[config.mk]
export PLATFORM = sky130hd
export DESIGN_NAME = pc_fetch_unit
export DESIGN_NICKNAME = d
export VERILOG_FILES = /design/src/rtl/pc_fetch_unit_pkg.sv /design/src/rtl/pc_fetch_unit_pc_next_sel.sv /design/src/rtl/pc_fetch_unit.sv
export SDC_FILE = /design/constraint.sdc
export NUM_CORES = 1
export LEC_CHECK = 0
export BUFFER_PORTS_ARGS = -buffer_cell sky130_fd_sc_hd__buf_2
export CORE_MARGIN = 3
export CORE_UTILIZATION = 45
export DETAILED_ROUTE_END_ITERATION = 6
export GPL_ROUTABILITY_DRIVEN = 0
export PLACE_DENSITY_LB_ADDON = 0.2
export SLEW_MARGIN = 20
export SYNTH_ARGS = -nofsm -noshare
export SYNTH_HDL_FRONTEND = slang
export SYNTH_SLANG_ARGS = --single-unit
[constraint.sdc]
create_clock -name clk -period 3.4 [get_ports clk]
set_input_delay 0.51 -clock clk [delete_from_list [all_inputs] [get_ports clk]]
set_output_delay 0.51 -clock clk [all_outputs]
set_load 0.02 [all_outputs]
[src/rtl/pc_fetch_unit_pkg.sv]
// Shared types and constants for the PC / instruction fetch unit.
// Latency: n/a (package only).
// Backpressure: n/a (package only).
//
// Contents: FSM state enum, opcode field position, reset PC default,
// link register index, and the branch-offset helper.
package pc_fetch_unit_pkg;

   typedef enum logic {
      ST_FETCH = 1'b0,
      ST_EXEC  = 1'b1
   } fetch_state_e;

   localparam int unsigned      OPCODE_MSB       = 31;
   localparam int unsigned      OPCODE_LSB       = 26;
   localparam logic [31:0]      RESET_PC_DEFAULT = 32'h0000_0000;
   localparam logic [4:0]       LINK_REG_IDX     = 5'd31;

   // Word offset of a conditional branch: sign-extended imm16, scaled by 4.
   function automatic logic [31:0] branch_offset(input logic [15:0] imm16);
      return {{14{imm16[15]}}, imm16, 2'b00};
   endfunction

endpackage

[src/rtl/pc_fetch_unit_pc_next_sel.sv]
// Combinational next-PC selection for the instruction being retired.
// Latency: 0 cycles (pure combinational).
// Backpressure: none; result is only consumed when the top retires.
//
// Ports: pc_plus4 / instr_idx (instr[25:0]) / reg_target in, control
// strobes and flags in, next_pc out, link (link condition, ungated) out.
module pc_next_sel
   import pc_fetch_unit_pkg::*;
(
   input  logic [31:0] pc_plus4,
   input  logic [25:0] instr_idx,
   input  logic [31:0] reg_target,
   input  logic        branch,
   input  logic        baln,
   input  logic        jrsal,
   input  logic        jmnor,
   input  logic        zero,
   input  logic        nsignal,
   output logic [31:0] next_pc,
   output logic        link
);

   always_comb begin
      next_pc = pc_plus4;
      // Strict priority: register jumps, then taken baln, then taken beq.
      if (jrsal) begin
         next_pc = reg_target;
      end else if (jmnor) begin
         next_pc = reg_target;
      end else if (baln && nsignal) begin
         next_pc = {pc_plus4[31:28], instr_idx, 2'b00};
      end else if (branch && zero) begin
         next_pc = pc_plus4 + branch_offset(instr_idx[15:0]);
      end
   end

   // baln links only when actually taken; jrsal always links.
   assign link = jrsal | (baln & nsignal);

endmodule

[src/rtl/pc_fetch_unit.sv]
// PC register, two-state fetch/exec sequencer, instruction latch and status flags.
// Latency: instr valid the cycle after imem_ready; next fetch the cycle after advance.
// Backpressure: waits in FETCH for imem_ready and holds instr/pc in EXEC until advance.
//
// Ports: clk, rst_n; imem_req/imem_addr out, imem_ready/imem_rdata in;
// instr/opcode/instr_valid out; advance, control strobes, zero, alu_n,
// flag_we, reg_target in; pc, pc_plus4, link_we, nsignal_q, zsignal_q out.
module pc_fetch_unit
   import pc_fetch_unit_pkg::*;
#(
   parameter logic [31:0] RESET_PC = RESET_PC_DEFAULT
) (
   input  logic        clk,
   input  logic        rst_n,
   output logic        imem_req,
   output logic [31:0] imem_addr,
   input  logic        imem_ready,
   input  logic [31:0] imem_rdata,
   output logic [31:0] instr,
   output logic [5:0]  opcode,
   output logic        instr_valid,
   input  logic        advance,
   input  logic        branch,
   input  logic        baln,
   input  logic        jrsal,
   input  logic        jmnor,
   input  logic        zero,
   input  logic        alu_n,
   input  logic        flag_we,
   input  logic [31:0] reg_target,
   output logic [31:0] pc,
   output logic [31:0] pc_plus4,
   output logic        link_we,
   output logic        nsignal_q,
   output logic        zsignal_q
);

   fetch_state_e state_q, state_d;
   logic [31:0]  pc_q, pc_d;
   logic [31:0]  instr_q, instr_d;
   logic         nsignal_d, zsignal_d;
   logic [31:0]  next_pc;
   logic         link_cond;

   assign pc        = pc_q;
   assign pc_plus4  = pc_q + 32'd4;
   assign imem_addr = pc_q;
   assign instr     = instr_q;
   assign opcode    = instr_q[OPCODE_MSB:OPCODE_LSB];

   pc_next_sel u_pc_next_sel (
      .pc_plus4   (pc_plus4),
      .instr_idx  (instr_q[25:0]),
      .reg_target (reg_target),
      .branch     (branch),
      .baln       (baln),
      .jrsal      (jrsal),
      .jmnor      (jmnor),
      .zero       (zero),
      .nsignal    (nsignal_q),
      .next_pc    (next_pc),
      .link       (link_cond)
   );

   // State register
   always_ff @(posedge clk or negedge rst_n) begin
      if (!rst_n) begin
         state_q   <= ST_FETCH;
         pc_q      <= RESET_PC;
         instr_q   <= '0;
         nsignal_q <= 1'b0;
         zsignal_q <= 1'b0;
      end else begin
         state_q   <= state_d;
         pc_q      <= pc_d;
         instr_q   <= instr_d;
         nsignal_q <= nsignal_d;
         zsignal_q <= zsignal_d;
      end
   end

   // Next-state logic. next_pc reads nsignal_q before the flag update,
   // so a baln retiring with flag_we sees the old negative flag.
   always_comb begin
      state_d   = state_q;
      pc_d      = pc_q;
      instr_d   = instr_q;
      nsignal_d = nsignal_q;
      zsignal_d = zsignal_q;
      unique case (state_q)
         ST_FETCH: begin
            if (imem_ready) begin
               instr_d = imem_rdata;
               state_d = ST_EXEC;
            end
         end
         ST_EXEC: begin
            if (advance) begin
               pc_d    = next_pc;
               state_d = ST_FETCH;
               if (flag_we) begin
                  nsignal_d = alu_n;
                  zsignal_d = zero;
               end
            end
         end
         default: state_d = ST_FETCH;
      endcase
   end

   // Outputs. The state register already reads FETCH during reset, so the
   // request is also gated by rst_n to stay quiet while reset is held.
   always_comb begin
      imem_req    = 1'b0;
      instr_valid = 1'b0;
      link_we     = 1'b0;
      if (rst_n) begin
         imem_req    = (state_q == ST_FETCH);
         instr_valid = (state_q == ST_EXEC);
         link_we     = (state_q == ST_EXEC) && link_cond;
      end
   end

endmodule

==> impl_metrics.ini <==
[outcome]
status = finished with violations
failed_checks = negative setup slack

[place]
hpwlAfterDp_mm = 16.3
place_ws_ns = -0.135
place_area_sq_mm = 0.00741
port_buffers = 213

[floorplan]
ios = 214
dieArea_sq_mm = 0.0140
core_area_sq_mm = 0.0122
dieHeight_um = 118
start_util_pct = 46.5
die_w_um = 118
rows = 40

[power]
leakage_nw = 3.95
p_total_mw = 7.05
internal-power_mw = 3.70
p_sw_share_pct = 47.5
p_sw_mw = 3.35
power.density_mw_per_mm2 = 846
clkPwrFrac_pct = 13.4
pwr-share-comb_pct = 68.5
p_seq_share_pct = 18.1
peakVddDrop_v = 0.000488

[critical_path]
start_kind = flip-flop
critical_path.max_stage_delay_ns = 0.42
critPathMaxFanout = 4
end_kind = flip-flop
path_buf_inv = 0
path_class = reg2reg
crit_path_cell_trace = ha_4, nand4_1, nor2b_2, nand2_2, xnor2_4, ha_4, nand2_4, nor3_4, nand4_1, a211oi_4, o21ai_2, o21a_1, o221ai_2, a21oi_2, a221o_1
worstPathArrival_ns = 3.75
cp_slowest_cell = dfrtp_2
cp_data_required_time_ns = 3.63
cp_top_family = compound AO/OA/AOI/OAI gates

[drt]
antenna_left = 0
drt_first_pass_iters = 5
num_vias = 6469
wl_per_cell_um = 20.1
drc = 0
drt-total-wl_mm = 21.9
drt_iter0_markers = 827
viasPerCell = 5.91

[yosys]
netlist.area_leader.share_pct = 29.6
syn_area_sq_mm = 0.00566
yosysWarnings = 0
syn_avg_cell_area_sq_um = 8.68
synth_common_cells = dfrtp_1, a21oi_1, nand2_1
syn_nets = 764
yosys.area.top_type = dfrtp_1
syn_inst = 652
ys_ff_latch = 67
yosysSeqAreaShare_pct = 29.6
yosys-top-cells-area = dfrtp_1, ha_1, mux2_2
synth.most_common_cell = dfrtp_1
synth_enable_flop_cells = 0
async_flop_share_pct = 100
synth_flop_cell = dfrtp_1
synth.distinct_cells = 59

[timing]
min_period_ns = 3.53
slew_violations = 0
tightest_slew_ns = 0.980
rsz0062_at_grt = yes
max-slew-margin-rel_pct = 34.7
setup_viol = 7
fmax_ghz = 0.284
setup_ws_ns = -0.127
hold_violations = 0
fin_crit_sh_pct = 104
finClkSkew_ns = 0.00732
holdWs_ns = 0.391

[layout]
antenna_cells = 0
finalInstanceArea_sq_mm = 0.00832
syn_to_final_growth_pct = 47.1
drive_gt1_share_pct = 52.6
fin_nets = 1035

[cts]
clockRootBuffer = clkbuf_16
clockBufferDepth = 2
numClockSinks = 67
cts_tree = yes
ctsHoldBuffers = 0
clock_latency_ns = 0.34
clk_pin_slew_ns = 0.05
cts_buffers = 9
htreeDepth = 3

[global_routing]
antenna_found_initial = 0
grt_pass1_wl_mm = 32.5
grt_usage_pct = 29.3
grt-ovfl-total = 0
grt_pass1_vias = 5851
grt_max_degree = 68

[worst_hold_path]
hold_class = in2reg

[job]
maxCapViolCount = 0
-- cell type report --
type,count,area [sq um]
fillers,978,3840
clock inverters,2,35.0
clock buffers,12,267
inverters,9,33.8
repair buffers,328,1940
multi-input cells,508,4150
flip-flops and latches,67,1690
well taps,168,210
-- routing by layer --
metal  vias up  global-route usage, %  share of wire, %
met5         -                      0                 0
met4         0                   6.74               2.4
met3        51                   6.75                11
met2       428                   44.1                43
met1      3091                   42.8                44
li1       2899                      -                 -
-- tightest hold or removal path, delay by kind of cell --
kind | cells | cell delay (ns)
AO/OA/AOI/OAI | 1 | 0.06
buffers and inverters | 1 | 0.08
AND/OR/NAND/NOR | 1 | 0.06
-- what timing repair did --
action,in CTS,in global routing
pin swaps,16,59
hold endpoints to repair,0,0
gates resized for setup,9,77
setup buffers,9,14
setup endpoints to repair,11,17
-- cell families (layout without fill, tap and decap cells) --
kind of cell	Yosys count	in the layout	synth area share, %
AOI/OAI and AO/OA	202	202	23.5
xor gates and xnor gates	46	46	7.12
adders and majority gates	37	37	8.31
buffers and inverters	77	351	7.78
muxes	41	41	8.02
DFF	67	67	29.6
and+or+nand+nor	182	182	15.6
-- worst paths after layout --
kind / depth (start not counted) / slack [ns] / start / endpoint
worst min-delay path: 3 / 0.39 / reg_target[26] / imem_addr[26]
worst max-delay path: 15 / -0.13 / imem_addr[2] / imem_addr[24]
worst min register to register: 1 / 0.53 / instr[29] / instr[29]
worst max register to register: 15 / -0.13 / imem_addr[2] / imem_addr[24]
max in group asynchronous: 2 / 2.36 / rst_n / imem_addr[12]
min in group asynchronous: 2 / 0.40 / rst_n / state_q
-- sequential cells by signal, summed over array words and instances, names as in the netlist --
signal,flops
imem_addr,32
instr,32
nsignal_q,1
state_q,1
zsignal_q,1
-- power groups by stage --
stage | combinational (mW) | sequential (mW) | clock (mW)
after floorplan | 2.48 | 1.54 | 0
after global placement | 4.11 | 1.25 | 0
after detailed placement | 4.20 | 1.27 | 0
after CTS | 4.31 | 1.25 | 0.968
after global routing | 5.13 | 1.31 | 0.993
final | 4.83 | 1.27 | 0.947
-- placed cells by master, fill, tap and decap left out, drive strengths merged, types with 7 or more instances in the layout --
cell    Yosys  final
a21oi      59     59
and3       13     13
clkbuf     27     12
ha         36     36
o21ai      43     43
a22oi       9      9
mux2       35     35
and2        7      7
nor3       11     11
dfrtp      67     67
a211oi     14     14
nand4      12     12
a31oi      11     11
xnor2      27     27
o211ai     15     15
a21o        8      8
nand3      18     18
nor2       39     39
nand2      58     58
xor2       19     19
o21bai      7      7
buf        41    328
inv         9      9
-- stage by stage --
step / utilization (%) / TNS, ns / instances
2_1_floorplan: - / -0.0152 / 652
3_5_place_dp: 60.9 / -0.470 / 1057
3_3_place_gp: 60.9 / -0.180 / 1057
4_1_cts: 64.3 / 0 / 1080
6_report: 68.4 / -0.409 / 1094
5_1_grt: 68.4 / -2.15 / 1094
Note: power is estimated with default switching activity, not from simulation.
